$ cat src/rtl/pattern_gen_if.sv
// Request/publish bundle between the game controller (master) and pattern_gen (slave).
// Handshake: start is a request level sampled only while the generator is idle. valid is a
// one-cycle strobe with no ready: the selected seq output is new in that cycle and then holds.
interface pattern_gen_if;
    logic        start;
    logic [1:0]  level;
    logic [8:0]  seq1;
    logic [15:0] seq2;
    logic [24:0] seq3;
    logic        busy;
    logic        valid;

    modport master (
        output start, level,
        input  seq1, seq2, seq3, busy, valid
    );

    modport slave (
        input  start, level,
        output seq1, seq2, seq3, busy, valid
    );
endinterface

$ cat src/rtl/pattern_gen.sv
// Random lit-cell pattern generator for 3x3/4x4/5x5 grids using LFSR rejection sampling.
// Build option PATGEN_FREERUN_EN: LFSR free-runs in every state instead of only while picking.
module pattern_gen #(
    parameter logic [15:0] SEED = 16'hACE1,
    parameter int          LIT1 = 3,
    parameter int          LIT2 = 5,
    parameter int          LIT3 = 7
) (
    input  logic          clk,
    input  logic          reset,
    pattern_gen_if.slave  bus,
    output logic [1:0]    state_dbg
);
    // An all-zero Galois LFSR would lock up, so a zero seed falls back to the default.
    localparam logic [15:0] SEED_EFF = (SEED == 16'h0000) ? 16'hACE1 : SEED;
    localparam logic [15:0] TAPS     = 16'hB400;
    localparam logic [4:0]  LIT1_W   = 5'(LIT1);
    localparam logic [4:0]  LIT2_W   = 5'(LIT2);
    localparam logic [4:0]  LIT3_W   = 5'(LIT3);

    typedef enum logic [1:0] {
        IDLE = 2'd0,
        PICK = 2'd1,
        DONE = 2'd2
    } state_t;

    state_t      state, state_n;
    logic [15:0] lfsr, lfsr_step;
    logic [1:0]  level_q, level_n;
    logic [24:0] work, work_n;
    logic [4:0]  count, count_n;
    logic [8:0]  seq1_q;
    logic [15:0] seq2_q;
    logic [24:0] seq3_q;
    logic        valid_q;

    logic [4:0]  n_cells;
    logic [4:0]  lit;
    logic [4:0]  idx;
    logic [24:0] pick_mask;
    logic        accept;

    assign lfsr_step = {1'b0, lfsr[15:1]} ^ (lfsr[0] ? TAPS : 16'h0000);
    assign idx       = lfsr[4:0];

    always_comb begin
        n_cells = 5'd25;
        lit     = LIT3_W;
        case (level_q)
            2'b01: begin
                n_cells = 5'd9;
                lit     = LIT1_W;
            end
            2'b10: begin
                n_cells = 5'd16;
                lit     = LIT2_W;
            end
            default: begin
                n_cells = 5'd25;
                lit     = LIT3_W;
            end
        endcase
    end

    // idx values of 25..31 shift the one-hot out of range; idx < n_cells rejects them anyway.
    assign pick_mask = 25'd1 << idx;
    assign accept    = (idx < n_cells) && ((work & pick_mask) == 25'd0);

    always_comb begin
        state_n = state;
        level_n = level_q;
        work_n  = work;
        count_n = count;
        case (state)
            IDLE: begin
                if (bus.start && (bus.level != 2'b00)) begin
                    level_n = bus.level;
                    work_n  = 25'd0;
                    count_n = 5'd0;
                    state_n = PICK;
                end
            end
            PICK: begin
                if (accept) begin
                    work_n  = work | pick_mask;
                    count_n = count + 5'd1;
                    if (count_n == lit) begin
                        state_n = DONE;
                    end
                end
            end
            DONE: begin
                state_n = IDLE;
            end
            default: begin
                state_n = IDLE;
            end
        endcase
    end

    always_ff @(posedge clk) begin
        if (reset) begin
            state   <= IDLE;
            lfsr    <= SEED_EFF;
            level_q <= 2'b00;
            work    <= 25'd0;
            count   <= 5'd0;
            seq1_q  <= 9'd0;
            seq2_q  <= 16'd0;
            seq3_q  <= 25'd0;
            valid_q <= 1'b0;
        end else begin
            state   <= state_n;
            level_q <= level_n;
            work    <= work_n;
            count   <= count_n;
            valid_q <= (state == DONE);
            if (state == DONE) begin
                case (level_q)
                    2'b01:   seq1_q <= work[8:0];
                    2'b10:   seq2_q <= work[15:0];
                    2'b11:   seq3_q <= work;
                    default: ;
                endcase
            end
`ifdef PATGEN_FREERUN_EN
            lfsr <= lfsr_step;
`else
            if (state == PICK) begin
                lfsr <= lfsr_step;
            end
`endif
        end
    end

    assign bus.seq1  = seq1_q;
    assign bus.seq2  = seq2_q;
    assign bus.seq3  = seq3_q;
    assign bus.busy  = (state == PICK);
    assign bus.valid = valid_q;
    assign state_dbg = state;
endmodule

$ cat src/flat_wrapper.sv
// flat-port wrapper written by rule: the top's interface ports become plain ports
module pattern_gen_flat 
#(
    parameter logic [15:0] SEED = 16'hACE1,
    parameter int          LIT1 = 3,
    parameter int          LIT2 = 5,
    parameter int          LIT3 = 7
)
  (clk, reset, state_dbg, bus_start, bus_level, bus_seq1, bus_seq2, bus_seq3, bus_busy, bus_valid);
  pattern_gen_if bus_i ();
  input  logic clk;
  input  logic reset;
  output logic [1:0] state_dbg;
  input wire logic [$bits(bus_i.start)-1:0] bus_start;
  input wire logic [$bits(bus_i.level)-1:0] bus_level;
  output wire logic [$bits(bus_i.seq1)-1:0] bus_seq1;
  output wire logic [$bits(bus_i.seq2)-1:0] bus_seq2;
  output wire logic [$bits(bus_i.seq3)-1:0] bus_seq3;
  output wire logic [$bits(bus_i.busy)-1:0] bus_busy;
  output wire logic [$bits(bus_i.valid)-1:0] bus_valid;
  assign bus_i.start = bus_start;
  assign bus_i.level = bus_level;
  assign bus_seq1 = bus_i.seq1;
  assign bus_seq2 = bus_i.seq2;
  assign bus_seq3 = bus_i.seq3;
  assign bus_busy = bus_i.busy;
  assign bus_valid = bus_i.valid;
  pattern_gen #(.SEED(SEED), .LIT1(LIT1), .LIT2(LIT2), .LIT3(LIT3)) u_core (.clk(clk), .reset(reset), .bus(bus_i), .state_dbg(state_dbg));
endmodule
$ cat config.mk
export PLATFORM = sky130hd
export DESIGN_NAME = pattern_gen_flat
export DESIGN_NICKNAME = d
export VERILOG_FILES = /design/src/rtl/pattern_gen_if.sv /design/src/rtl/pattern_gen.sv /design/src/flat_wrapper.sv
export SDC_FILE = /design/constraint.sdc
export NUM_CORES = 1
export LEC_CHECK = 0
export ABC_AREA = 1
export BUFFER_PORTS_ARGS = -buffer_cell sky130_fd_sc_hd__buf_2
export CORE_AREA = 10 10 129 131
export CTS_CLUSTER_SIZE = 24
export DETAILED_ROUTE_END_ITERATION = 7
export DIE_AREA = 0 0 139 141
export PLACE_DENSITY = 0.5
export RECOVER_POWER = 100
export SLEW_MARGIN = 0
export SYNTH_ARGS = -nofsm -noshare
export SYNTH_HDL_FRONTEND = slang
export SYNTH_SLANG_ARGS = --single-unit
$ cat constraint.sdc
create_clock -name clk -period 1.94 [get_ports clk]
set_input_delay 0 -clock clk [delete_from_list [all_inputs] [get_ports clk]]
set_output_delay 0 -clock clk [all_outputs]
set_load 0.02 [all_outputs]
# ---- After elaboration in Yosys (flattened, before gate mapping)
# Cells that the tools add are included.
dict set report word_totals {
  ff_bits 101
  inputBits 5
  out_inout_bits 54
}
dict set report classes {
  add_sub_neg 1
  n_lt_le_gt_ge 1
  n_eq_ne 9
  n_shift 1
  mux 13
  bitwise 3
  n_reduce_logical 12
}
# operator n
set op_table {}
lappend op_table {{2-to-1 mux 25 bit} 2}
lappend op_table {{case mux 25 bit (2 select lines)} 1}
lappend op_table {{bitwise AND 25 bit} 1}
lappend op_table {{logical NOT 25 bit} 1}
lappend op_table {{bitwise OR 25 bit} 1}
lappend op_table {{<< shifter 1 x 5 -> 25 bit (first input constant)} 1}
lappend op_table {{case mux 5 bit (2 select lines)} 2}
lappend op_table {{2-to-1 mux 16 bit} 1}
lappend op_table {{bitwise XOR 15 x 16 -> 16 bit} 1}
lappend op_table {{2-to-1 mux 5 bit} 2}
lappend op_table {{AND reduction 2 bit} 4}
lappend op_table {{equality test 2 bit (second input constant)} 3}
lappend op_table {{2-to-1 mux 2 bit} 3}
lappend op_table {{!= test 2 x 1 -> 1 bit (second input constant)} 3}
lappend op_table {{case mux 3 bit (2 select lines)} 1}
lappend op_table {{AND reduction 3 bit} 2}
lappend op_table {{adder 5 x 1 -> 5 bit (second input constant)} 1}
lappend op_table {{equality test 5 x 3 -> 1 bit} 1}
lappend op_table {{< comparator 5 bit} 1}
lappend op_table {{equality test 2 x 1 -> 1 bit (second input constant)} 2}
lappend op_table {{case mux 2 bit (2 select lines)} 1}
lappend op_table {{nonzero test 2 bit} 2}
lappend op_table {{logical AND 1 bit} 2}
lappend op_table {{logical NOT 2 bit} 1}

# ---- Depth between registers and ports, before layout
dict set report logic_depth {
  word_depth 6
  depth_mapped 15
  ltp_nobuf 13
}

# ---- Least setup slack after synthesis
# Ideal clock, no wire load.
dict set report synth_path {
  path_type {reg-to-reg}
  start {register u_core.level_q[1]}
  end {register u_core.work[15]}
  arrival_ps 1651
  required_ps 1870
  path_slack_ps 218
  path_stages_with_launch 13
  path_buffers 2
  synth_period_minus_slack_ps 1722
  cell_sequence {dfxtp_1 inv_1 nor2_1 ha_1 o21ai_1 nand2_1 nand2_1 nand2_1 nor2_2 buf_4 buf_6 nand4_1 a21oi_1}
}
dict set report synth_via {
  elab_chain_len 6
  elab_cells_between_ends 7
}
# item line
set synth_rtl {}
lappend synth_rtl {{start, declared} pattern_gen.sv:29} ;# logic [1:0] level_q, level_n;
lappend synth_rtl {{start signal, assigned} pattern_gen.sv:114} ;# level_q <= level_n;
lappend synth_rtl {{equality test 2 bit / equality test 2 x 1 -> 1 bit (equally long branches)} pattern_gen.sv:49} ;# case (level_q)
lappend synth_rtl {{case mux 5 bit (2 select lines) (*)} pattern_gen.sv:49}
lappend synth_rtl {{< comparator 5 bit (*)} pattern_gen.sv:67} ;# assign accept = (idx < n_cells) && ((work & pick_mask) == 25'd0);
lappend synth_rtl {{logical AND 1 bit (*)} pattern_gen.sv:67}
lappend synth_rtl {{!= test 2 x 1 -> 1 bit (no source line) (*)} --}
lappend synth_rtl {{AND reduction 3 bit (no source line) (*)} --}
lappend synth_rtl {{end signal, assigned} pattern_gen.sv:115} ;# work <= work_n;
lappend synth_rtl {{end, declared} pattern_gen.sv:30} ;# logic [24:0] work, work_n;
# Every way passes the cells marked *; elsewhere a longest branch is shown, timed or not.
# A chain may end at the register's enable or synchronous reset.

# ---- Final worst setup path
dict set report layout_path {
  start {register u_core.state[0], in the netlist u_core.state_dbg[0]}
  end {output port bus_busy}
}
dict set report layout_via {
  elab_chain_len 1
}
# item line
set layout_rtl {}
lappend layout_rtl {{start, declared} pattern_gen.sv:27} ;# state_t state, state_n;
lappend layout_rtl {{start signal, assigned} pattern_gen.sv:113} ;# state <= state_n;
lappend layout_rtl {{equality test 2 x 1 -> 1 bit} pattern_gen.sv:139} ;# assign bus.busy = (state == PICK);
lappend layout_rtl {{end, declared} flat_wrapper.sv:19} ;# output wire logic [$bits(bus_i.busy)-1:0] bus_busy;
# Every way passes these cells.

==> summary.md <==
| Metric | Value |
|---|---|
| Max transition margin | a little over two fifths |
| Layout cells sized above 1 | about 10% |
| Core area | around 0.014 mm² |
| Most frequent cells in the layout | dfxtp_1 (98), a21oi_1 (92), nand2_1 (66), o21ai_0 (62), clkbuf_1 (57) |
| Total global-route track usage | between 10% and 20% |
| PnR Total Power | 4560 µW |
| FMAX | ~560 MHz |
| Detailed router's first-iteration violation count | between 200 and 250 |
| CP Launch Type | register |
| Crit path max fanout | 40 |
| GPL Wtd Cong | around 0.85 |
| Worst Setup Path Type | register to output pin |
| PD cells | 911 mW/mm² |
| Vias per std cell | 4.70 |
| Worst skew pair latency | between 0.3 and 0.4 ns |
| First-pass GRT wire length | ~19 mm |
| Hold Fails Final Rpt | 0 |
| Overflow after GRT | 0 |
| Worst Tran Pin Value | just under 0.9 ns |
| Post-Synth XOR/XNOR Area | 1.06% |
| Async set or reset register ratio after synthesis | 0% |
| Mapped Avg Cell Area | 7.64 µm² |
| CP arrival | around 1.8 ns |
| DRC | 0 |
| Synth top area share | between 40% and 50% |
| Largest net degree at the start of global routing | between 50 and 60 |
| Clock root buffer | clkbuf_16 |
| CTS Buffer Depth | 2 |
| Ports | between 50 and 60 |
| Data required time of the critical path | a little under 2 ns |
| Synth Area in Simple Gates | about a fifth |
| Clk sink count | 101 |
| Final WL | about 11 mm |
| Crit path capture type | output pin |
| Minimum clock period | 1.79 ns |
| Final Util | a little over a third |
| Cell variety after synth | 27 |
| Post-synth net total | roughly 550 |
| Most common cell after layout, fill and taps aside | dfxtp_1 |
| Nets@finish | 612 |
| Final Non-Filler Cells | about 800 |
| TritonCTS clock tree | built |
| # setup viols final | 0 |
| Portion of netlist area occupied by mux cells | 0% |
| Initial antenna violation count | 0 |
| Initial core utilization | between 20% and 30% |
| Vias | between 3000 and 4000 |
| Syn Inst Count | 543 |
| Netlist Area Pre-Place | 0.00415 mm² |
| Grt met1 use | between 10% and 20% |
| Compound-Gate Fraction of Synth Area | just under 20% |
| Worst Skew | roughly 0.010 ns |
| Tcrit/Tclk final | just over 90% |
| Die X | 139 µm |
| Core Rows | 44 |
| Final Max Slew Viols | 0 |
| FF+latch count, synth | slightly above 100 |
| Yosys Warn Count | 0 |
| DR WL/cell | 14.5 µm |
| Adder-cell share of the synthesized area | 0.905% |
| Vias in the first global route | 3595 |
| Met2 usage | between 10% and 20% |
| ANT nets after route | 0 |
| Clock buffer count from CTS | 9 |
| Layout area overhead | 20.5% |
| Synth top area cells | dfxtp_1 (49%), a21oi_1 (11%), o21ai_0 (7.5%), nand2_1 (6.0%), nand4_1 (5.6%) |
| Largest area contributor in the netlist | dfxtp_1 |
| Post-synthesis sequential area ratio | 48.7% |
| P_leak | just under 0.002 µW |
| Die area | just under 0.02 mm² |
| Count of flip-flops with a built-in enable after synthesis | 0 |
| Grt met3 use | about 3.6% |
| H-tree depth | 3 |
| Diodes inserted | 0 |
| Die Ht | 141 µm |
| # port buffers | 58 |
| Hold Path Class | primary input to register |
| Worst vdd ir | between 400 and 500 µV |
| TritonRoute pass-1 iters | 6 |
| Setup TNS | 0 ns |
| Max-Cap Viols | 0 |
| DPL Wire Length | around 8 mm |
| Clk pin slew, worst setup/hold paths | 0.07 ns |
| Placed Cells | approximately 770 |
| Dominant synthesized flop cell | dfxtp_1 |
| Largest family of logic cells by synthesized area | simple AND/OR/NAND/NOR gates |
| GRT Max-Usage Layer | met2 |
| Status | completed |
registers in the layout, indices dropped and copies added, names as in the netlist:
name	flops
u_core.count	5
u_core.level_q	2
u_core.state_dbg	2
u_core.bus.seq2	16
u_core.bus.valid	1
u_core.work	25
u_core.lfsr	16
u_core.bus.seq1	9
u_core.bus.seq3	25
critical path: stages, from the launching register on:
cell and delay (ns):
dfxtp_1 0.38, inv_1 0.07, nor2_2 0.37, buf_6 0.36
buf_2 0.24
timing repair:
action,in CTS,in global routing
hold buffers,5,0
hold endpoints to repair,7,0
setup buffers,0,1
resized for setup,0,11
setup endpoints to repair,0,34
cells by family after synthesis:
logic type / Yosys count
and+or+nand+nor: 187
AOI/OAI and AO/OA: 158
DFF: 101
buffers and inverters: 89
xor gates and xnor gates: 5
adders and majority gates: 3
metrics by stage:
| stage | hold WS (ns) | area, µm² | setup slack (ns) |
|---|---|---|---|
| 2_1_floorplan | 0.147 | 4150 | 0.218 |
| 3_3_place_gp | 0.273 | 4740 | -0.00511 |
| 3_5_place_dp | 0.272 | 4740 | 0.0338 |
| 4_1_cts | 0.0821 | 5080 | 0.00479 |
| 5_1_grt | 0.160 | 5000 | -0.0153 |
| 6_report | 0.127 | 5000 | 0.151 |
synth_stat cells, types with 3 or more instances:
cell,number
a21oi_1,92
buf_2,6
buf_4,4
buf_6,3
clkbuf_1,24
dfxtp_1,101
ha_1,3
inv_1,48
nand2_1,66
nand3_1,21
nand4_1,37
nor2_1,48
nor3_1,8
o21ai_0,62
xnor2_1,3
where the power goes:
group | total, µW | internal, µW | switching, µW
combinational | 583 | 196 | 387
clock | 1780 | 906 | 873
sequential | 2190 | 2140 | 52.8
routing by layer:
layer / wire (µm) / up-vias / share of wire (%)
met5: 0 / - / 0
li1: - / 1957 / -
met3: 539 / 10 / 4.7
met2: 5090 / 66 / 44
met4: 176 / 0 / 1.5
met1: 5670 / 1698 / 49
area by class of cell:
type	count	area (µm²)
clock buffer	9	225
clock inverter	7	70.1
fill	1552	9200
inverter	51	191
multi-input combinational	353	1770
sequential	101	2030
tap	184	230
timing repair buffer	88	483
final timing paths:
check / from / end / slack, ns / cells past startpoint
max reg2reg: u_core.state_dbg[1] / u_core.level_q[0] / 0.17 / 8
max: u_core.state_dbg[0] / bus_busy / 0.15 / 4
min: bus_start / u_core.state_dbg[0] / 0.13 / 5
min reg2reg: u_core.lfsr[7] / u_core.lfsr[7] / 0.46 / 2
No activity file was read; power rests on OpenSTA's default activity.
